[src/rtl/muldiv_unit.sv]
// -----------------------------------------------------------------------------
// muldiv_unit
//   Iterative multiply/divide unit for the EX stage of the 5-stage MIPS
//   pipeline. Runs MULT/MULTU/DIV/DIVU over ITER iterations and owns the
//   HI/LO architectural registers (also written by MTHI/MTLO).
//
// Ports:
//   clk     in   pipeline clock, rising edge
//   rstn    in   asynchronous active-low reset
//   Start   in   one-cycle request from EX, sampled only in IDLE
//   Op      in   00 MULT, 01 MULTU, 10 DIV, 11 DIVU
//   SrcA    in   rs operand (forwarded)
//   SrcB    in   rt operand (forwarded)
//   Flush   in   aborts the operation in flight, HI/LO untouched
//   MthiEn  in   HI <= SrcA (IDLE only, Start has priority)
//   MtloEn  in   LO <= SrcA (IDLE only, Start has priority)
//   Busy    out  high whenever the FSM is not IDLE (stall request)
//   Done    out  one-cycle pulse when an operation updates HI/LO
//   Hi/Lo   out  HI/LO registers
//
// Optional feature macro: MULDIV_FAST_MUL_EN
//   Defined: MULT/MULTU use a single-cycle multiplier (IDLE -> FIN), HI/LO
//   and Done appear in the first Busy cycle. DIV/DIVU are unchanged.
// -----------------------------------------------------------------------------
module muldiv_unit #(
  parameter int DATA_W = 32,
  parameter int ITER   = 32
) (
  input  logic              clk,
  input  logic              rstn,
  input  logic              Start,
  input  logic [1:0]        Op,
  input  logic [DATA_W-1:0] SrcA,
  input  logic [DATA_W-1:0] SrcB,
  input  logic              Flush,
  input  logic              MthiEn,
  input  logic              MtloEn,
  output logic              Busy,
  output logic              Done,
  output logic [DATA_W-1:0] Hi,
  output logic [DATA_W-1:0] Lo
);

  localparam int PW    = 2 * DATA_W;
  localparam int CNT_W = $clog2(ITER);
  localparam logic [CNT_W-1:0] LAST_CNT = CNT_W'(ITER - 1);

  typedef enum logic [1:0] {
    S_IDLE = 2'd0,
    S_CALC = 2'd1,
    S_FIN  = 2'd2
  } state_t;

  state_t             r_state;
  logic [CNT_W-1:0]   r_cnt;
  logic [PW-1:0]      r_prod;    // mul: {partial sum, multiplier}; div: {remainder, quotient}
  logic [DATA_W-1:0]  r_div;     // |multiplicand| or |divisor|
  logic [DATA_W-1:0]  r_srca;    // raw dividend, needed for divide-by-zero result
  logic               r_is_div;
  logic               r_neg_q;   // negate product / quotient
  logic               r_neg_r;   // negate remainder
  logic               r_dz;      // divide by zero
  logic               r_fast;    // operation already completed in IDLE
  logic               r_done;
  logic [DATA_W-1:0]  r_hi;
  logic [DATA_W-1:0]  r_lo;

  logic               w_signed;
  logic [DATA_W-1:0]  w_abs_a;
  logic [DATA_W-1:0]  w_abs_b;
  logic [DATA_W:0]    w_mul_sum;
  logic [PW-1:0]      w_mul_next;
  logic [DATA_W:0]    w_div_top;
  logic [DATA_W:0]    w_div_diff;
  logic               w_qbit;
  logic [DATA_W-1:0]  w_rem_next;
  logic [PW-1:0]      w_div_next;
  logic [PW-1:0]      w_mul_res;
  logic [DATA_W-1:0]  w_quo;
  logic [DATA_W-1:0]  w_rem;
  logic               w_fast_go;
  logic [PW-1:0]      w_fast_prod;

  assign Busy = (r_state != S_IDLE);
  assign Done = r_done;
  assign Hi   = r_hi;
  assign Lo   = r_lo;

  // Op[0]=0 selects the signed variants; iterate on magnitudes.
  assign w_signed = ~Op[0];
  assign w_abs_a  = (w_signed && SrcA[DATA_W-1]) ? (~SrcA + DATA_W'(1)) : SrcA;
  assign w_abs_b  = (w_signed && SrcB[DATA_W-1]) ? (~SrcB + DATA_W'(1)) : SrcB;

  // Shift-add step: add multiplicand when the current multiplier bit is set,
  // then shift the whole product right (carry enters at the top).
  assign w_mul_sum  = {1'b0, r_prod[PW-1:DATA_W]} +
                      (r_prod[0] ? {1'b0, r_div} : {(DATA_W+1){1'b0}});
  assign w_mul_next = {w_mul_sum, r_prod[DATA_W-1:1]};

  // Restoring divide step: the shifted remainder can need DATA_W+1 bits
  // before the trial subtraction, so it is taken straight from the top bits.
  assign w_div_top  = r_prod[PW-1:DATA_W-1];
  assign w_div_diff = w_div_top - {1'b0, r_div};
  assign w_qbit     = ~w_div_diff[DATA_W];
  assign w_rem_next = w_qbit ? w_div_diff[DATA_W-1:0] : w_div_top[DATA_W-1:0];
  assign w_div_next = {w_rem_next, r_prod[DATA_W-2:0], w_qbit};

  // Sign correction applied in FIN.
  assign w_mul_res = r_neg_q ? (~r_prod + PW'(1)) : r_prod;
  assign w_quo     = r_neg_q ? (~r_prod[DATA_W-1:0] + DATA_W'(1)) : r_prod[DATA_W-1:0];
  assign w_rem     = r_neg_r ? (~r_prod[PW-1:DATA_W] + DATA_W'(1)) : r_prod[PW-1:DATA_W];

`ifdef MULDIV_FAST_MUL_EN
  logic [PW-1:0] w_ext_a;
  logic [PW-1:0] w_ext_b;
  assign w_ext_a     = {{DATA_W{w_signed & SrcA[DATA_W-1]}}, SrcA};
  assign w_ext_b     = {{DATA_W{w_signed & SrcB[DATA_W-1]}}, SrcB};
  // Low PW bits of the extended product are the exact signed/unsigned result.
  assign w_fast_prod = w_ext_a * w_ext_b;
  assign w_fast_go   = ~Op[1];
`else
  assign w_fast_prod = {PW{1'b0}};
  assign w_fast_go   = 1'b0;
`endif

  // Control FSM, iteration datapath and HI/LO registers.
  always_ff @(posedge clk or negedge rstn) begin
    if (!rstn) begin
      r_state  <= S_IDLE;
      r_cnt    <= {CNT_W{1'b0}};
      r_prod   <= {PW{1'b0}};
      r_div    <= {DATA_W{1'b0}};
      r_srca   <= {DATA_W{1'b0}};
      r_is_div <= 1'b0;
      r_neg_q  <= 1'b0;
      r_neg_r  <= 1'b0;
      r_dz     <= 1'b0;
      r_fast   <= 1'b0;
      r_done   <= 1'b0;
      r_hi     <= {DATA_W{1'b0}};
      r_lo     <= {DATA_W{1'b0}};
    end else begin
      r_done <= 1'b0;
      case (r_state)
        S_IDLE: begin
          if (Start) begin
            // Start with Flush is dropped; MT writes are ignored either way.
            if (!Flush) begin
              if (w_fast_go) begin
                {r_hi, r_lo} <= w_fast_prod;
                r_done       <= 1'b1;
                r_fast       <= 1'b1;
                r_state      <= S_FIN;
              end else begin
                r_prod   <= {{DATA_W{1'b0}}, w_abs_a};
                r_div    <= w_abs_b;
                r_srca   <= SrcA;
                r_is_div <= Op[1];
                r_neg_q  <= w_signed & (SrcA[DATA_W-1] ^ SrcB[DATA_W-1]);
                r_neg_r  <= w_signed & Op[1] & SrcA[DATA_W-1];
                r_dz     <= Op[1] & (SrcB == {DATA_W{1'b0}});
                r_fast   <= 1'b0;
                r_cnt    <= {CNT_W{1'b0}};
                r_state  <= S_CALC;
              end
            end
          end else begin
            if (MthiEn) begin
              r_hi <= SrcA;
            end
            if (MtloEn) begin
              r_lo <= SrcA;
            end
          end
        end
        S_CALC: begin
          if (Flush) begin
            r_state <= S_IDLE;
          end else begin
            r_prod <= r_is_div ? w_div_next : w_mul_next;
            r_cnt  <= r_cnt + CNT_W'(1);
            if (r_cnt == LAST_CNT) begin
              r_state <= S_FIN;
            end
          end
        end
        S_FIN: begin
          r_state <= S_IDLE;
          if (!Flush && !r_fast) begin
            r_done <= 1'b1;
            if (!r_is_div) begin
              {r_hi, r_lo} <= w_mul_res;
            end else if (r_dz) begin
              r_hi <= r_srca;
              r_lo <= {DATA_W{1'b1}};
            end else begin
              r_hi <= w_rem;
              r_lo <= w_quo;
            end
          end
        end
        default: begin
          r_state <= S_IDLE;
        end
      endcase
    end
  end

endmodule

[config.mk]
export PLATFORM = sky130hd
export DESIGN_NAME = muldiv_unit
export DESIGN_NICKNAME = d
export VERILOG_FILES = /design/src/rtl/muldiv_unit.sv
export SDC_FILE = /design/constraint.sdc
export NUM_CORES = 1
export LEC_CHECK = 0
export BUFFER_PORTS_ARGS = -buffer_cell sky130_fd_sc_hd__buf_4
export CORE_MARGIN = 8
export CORE_UTILIZATION = 48
export CTS_CLUSTER_DIAMETER = 200
export DETAILED_ROUTE_END_ITERATION = 10
export PLACE_DENSITY = 0.66
export SLEW_MARGIN = 15
export SYNTH_ARGS = -nofsm -noshare
export SYNTH_HDL_FRONTEND = slang
export SYNTH_SLANG_ARGS = --single-unit
[constraint.sdc]
create_clock -name clk -period 8.55 [get_ports clk]
set_input_delay 0.855 -clock clk [delete_from_list [all_inputs] [get_ports clk]]
set_output_delay 0.855 -clock clk [all_outputs]
set_load 0.005 [all_outputs]
==> qor_table.md <==
| Metric | Value |
| --- | --- |
| Outcome | completed |
| Clock input transition at the sequential cells of the worst setup and hold paths | 60 ps |
| Clock H-tree levels | 1 |
| Worst setup timing slack at the placement stage | 4110 ps |
| Initial Utilization | 48.4% |
| Hold WC Path Type | primary input to asynchronous set/reset pin |
| Leading cell types by total area after synthesis | sky130_fd_sc_hd__dfrtp_1 31%, sky130_fd_sc_hd__o21ai_0 8.2%, sky130_fd_sc_hd__nand2_1 8.2%, sky130_fd_sc_hd__xnor2_1 5.9%, sky130_fd_sc_hd__ha_1 5.3% |
| Max-slew violations | 0 |
| Static leakage | 0.00807 uW |
| Count of cell types in the netlist | 80 |
| Dominant register cell in the synthesized netlist | sky130_fd_sc_hd__dfrtp_1 |
| CP Capture Type | flip-flop |
| Antenna violations before repair | 0 |
| Fill cell total of the finished layout | 3297 |
| Post-CTS setup buffer count | 0 |
| Synth top cells by count | 362 x sky130_fd_sc_hd__nand2_1, 273 x sky130_fd_sc_hd__o21ai_0, 204 x sky130_fd_sc_hd__dfrtp_1, 160 x sky130_fd_sc_hd__nor2_1, 132 x sky130_fd_sc_hd__a21oi_1 |
| Final cell count without fillers | 2658 |
| CTS Root Cell | sky130_fd_sc_hd__clkbuf_16 |
| Final standard cell utilization of the core | 54.3% |
| Share of final-layout standard cells stronger than drive strength 1 | 10.9% |
| Dominant cell by count in the synthesized netlist | sky130_fd_sc_hd__nand2_1 |
| TritonCTS clock tree | yes |
| Routed via count | 16200 |
| Max-cap viol count | 0 |
| Flip-flop and latch count after synthesis | 204 |
| Total power after layout | 5350 uW |
| Register area share after synthesis | 30.8% |
| Area of the die | 0.0408 sq mm |
| Combinational Power Share | 51.0% |
| Endpoint required time on the critical path | 8990 ps |
| Final Hold Violating Endpoints | 0 |
| # nets final | 2330 |
| Overall routing resource usage | 26.6% |
| Via-to-Cell Ratio | 6.08 |
| DRC viols | 0 |
| Nets in the synthesized netlist | 2293 |
| Number of cell rows | 68 |
| Total clock buffers created by CTS | 25 |
| Clock group share of total power | 19.5% |
| Share of the synthesized area in the top cell type | 30.8% |
| Post-Route Setup TNS | 0 ps |
| Pin count of the biggest net entering global routing | 88 |
| Routability congestion estimate | 0.979 |
| Mapped Avg Cell Area | 7.72 sq um |
| Insertion delay to the later sink of the worst-skew pair | 540 ps |
| Global-route wire length before repair | 89200 um |
| Reg power frac | 29.5% |
| Switching power | 2470 uW |
| Detailed placement HPWL | 41200 um |
| Transition time at the pin with the least slew margin | 1150 ps |
| Die outline height | 202 um |
| Synthesis warning total | 0 |
| Detailed Route Iter0 Violations | 1315 |
| Worst clock skew on the final layout | 13.3 ps |
| Clk buf depth | 3 |
| Vias in the first global route | 15800 |
| Worst Slack Setup Final | 4020 ps |
| Peak supply drop | 0.000181 V |
| Cell count after placement | 2614 |
| Netlist area before placement | 0.0166 sq mm |
| Count of input and output buffers | 137 |
| Number of synthesized flops with an enable pin | 0 |
| Length in cells of the worst reg-to-reg path | 12 |
| Cell area power density | 288 mW/mm^2 |
| Sw Ratio | 46.1% |
| Cts-stage hold buffer count | 0 |
| Number of diodes added for antenna fixing | 0 |
| R2R Path End | r_prod[57] |
| Arrival time of the worst setup path | 4970 ps |
| Relative area change from synthesis to final layout | 12.2% |
| Startpoint type of the worst setup path | flip-flop |
| Slew margin rel. | 22.9% |
| Biggest area consumer among synthesized cells | sky130_fd_sc_hd__dfrtp_1 |
| Max Fclk | 221 MHz |
| Internal portion of total power | 2890 uW |
| Highest fanout seen on the critical path | 32 |
| Detail Route Antenna Nets | 0 |
| Placeable core region | 0.0343 sq mm |
| Setup slack, reg-to-reg | 4020 ps |
| Wire length per cell | 21.0 um |
| Beginning of the worst register-to-register path | r_prod[0] |
| Clock period minus final worst setup slack | 4530 ps |
| Ratio of final minimum period to clock period | 53.0% |
| Type of the worst setup path | flip-flop to flip-flop |
| Detailed Route WL | 55900 um |
| DRT Pass-1 Iters | 9 |
| Final global-route overflow total | 0 |
| Count of boundary I/O pins | 138 |
| Setup-violating endpoint count in the final report | 0 |
| Die width | 202 um |
| Post-synthesis async set-or-reset flop share | 100% |
| Setup repair after global routing missed its margin | false |
| CTS resizes | 0 |
| Gate count after technology mapping | 2149 |
| CTS sink cnt | 204 |
layer usage:
layer  global-route usage (%)  wire (um)  up-vias
met5                        0          0        -
met4                     12.2       2810        0
met3                     2.99       3610      136
met2                     43.3      25500      639
met1                     35.1      24000     7640
li1                         -          -     7758
final cells by class:
| type | instances | area, sq um | share of cell area [%] |
|---|---|---|---|
| clock buffers | 32 | 682 | 3.66 |
| inverters | 67 | 251 | 1.35 |
| repair buffers | 157 | 1180 | 6.36 |
| multi-input cells | 1731 | 10700 | 57.6 |
| clock inverters | 12 | 105 | 0.565 |
| well taps | 455 | 569 | 3.06 |
| flip-flops and latches | 204 | 5110 | 27.4 |
sequential cells by signal, summed over array words and instances (netlist names), 2 cells and up:
name,count
Hi,32
r_div,32
r_srca,32
r_prod,64
r_state,2
Lo,32
r_cnt,5
power groups by stage:
stage	Clock, uW	Combinational, uW	Sequential, uW
floorplan	0	2100	1350
global placement	0	2640	1570
detailed placement	0	2680	1580
CTS	1060	2690	1560
global route	1090	3040	1610
finish	1040	2730	1580
critical path, stage by stage, from the launching register on:
cell	delay [ps]
sky130_fd_sc_hd__dfrtp_1	500
sky130_fd_sc_hd__inv_1	890
sky130_fd_sc_hd__nor2_1	120
sky130_fd_sc_hd__ha_1	380
sky130_fd_sc_hd__a211oi_1	290
sky130_fd_sc_hd__o21ai_0	140
sky130_fd_sc_hd__a221o_1	300
sky130_fd_sc_hd__a41oi_1	540
sky130_fd_sc_hd__nor4_1	170
sky130_fd_sc_hd__o21ai_1	370
sky130_fd_sc_hd__o21ba_2	210
sky130_fd_sc_hd__mux2_2	320
sky130_fd_sc_hd__o31ai_1	190
worst max-delay path by stage:
stage / startpoint / to / slack [ps] / depth (start not counted)
floorplan: r_prod[0] / r_prod[57] / 5100 / 14
global placement: r_prod[0] / r_prod[57] / 4230 / 12
detailed placement: r_prod[0] / r_prod[57] / 4110 / 12
CTS: r_prod[0] / r_prod[57] / 4090 / 12
global route: r_prod[0] / r_prod[57] / 3790 / 12
finish: r_prod[0] / r_prod[57] / 4020 / 12
cell families after synthesis:
kind of cell / share of synthesized area, %
flops: 30.8
mux: 3.82
fa+ha+maj: 5.52
compound gates: 24.9
buf+inv: 5.05
xor+xnor: 9.29
simple gates: 20.7
layout by cell type (no fill, tap or decap), types with 6 or more instances in the layout:
| master | synthesis | final |
|---|---|---|
| sky130_fd_sc_hd__or3_1 | 26 | 25 |
| sky130_fd_sc_hd__dfrtp_1 | 204 | 202 |
| sky130_fd_sc_hd__nand2b_1 | 20 | 20 |
| sky130_fd_sc_hd__o21ai_0 | 273 | 272 |
| sky130_fd_sc_hd__nand4_1 | 12 | 12 |
| sky130_fd_sc_hd__o311ai_0 | 7 | 7 |
| sky130_fd_sc_hd__xnor2_1 | 111 | 111 |
| sky130_fd_sc_hd__a211oi_1 | 18 | 18 |
| sky130_fd_sc_hd__nand3_1 | 25 | 25 |
| sky130_fd_sc_hd__nand2_1 | 362 | 361 |
| sky130_fd_sc_hd__buf_4 | 0 | 156 |
| sky130_fd_sc_hd__o31ai_1 | 28 | 28 |
| sky130_fd_sc_hd__o22ai_1 | 44 | 44 |
| sky130_fd_sc_hd__and2_1 | 7 | 7 |
| sky130_fd_sc_hd__a21o_1 | 21 | 21 |
| sky130_fd_sc_hd__nor4_1 | 17 | 17 |
| sky130_fd_sc_hd__a22oi_1 | 16 | 16 |
| sky130_fd_sc_hd__o21a_1 | 13 | 13 |
| sky130_fd_sc_hd__or4_1 | 11 | 11 |
| sky130_fd_sc_hd__nor3_1 | 33 | 32 |
| sky130_fd_sc_hd__mux2_2 | 6 | 6 |
| sky130_fd_sc_hd__a31oi_1 | 17 | 16 |
| sky130_fd_sc_hd__and3_1 | 14 | 14 |
| sky130_fd_sc_hd__o21ai_1 | 8 | 8 |
| sky130_fd_sc_hd__mux2i_1 | 55 | 55 |
| sky130_fd_sc_hd__inv_1 | 65 | 65 |
| sky130_fd_sc_hd__nor2b_1 | 13 | 11 |
| sky130_fd_sc_hd__clkbuf_16 | 0 | 25 |
| sky130_fd_sc_hd__and4_1 | 8 | 8 |
| sky130_fd_sc_hd__o221ai_1 | 17 | 17 |
| sky130_fd_sc_hd__a221o_1 | 8 | 8 |
| sky130_fd_sc_hd__o211ai_1 | 15 | 15 |
| sky130_fd_sc_hd__ha_1 | 70 | 70 |
| sky130_fd_sc_hd__o41ai_1 | 14 | 14 |
| sky130_fd_sc_hd__xor2_1 | 65 | 64 |
| sky130_fd_sc_hd__a21oi_1 | 132 | 132 |
| sky130_fd_sc_hd__nor2_1 | 160 | 158 |
through the flow:
step	instance area (sq um)	hold WS [ps]
final	18600	327
after global routing	18600	374
after CTS	18600	350
after detailed placement	17800	462
after global placement	17800	459
after floorplan	16600	440
(Power assumes the default switching activity.)
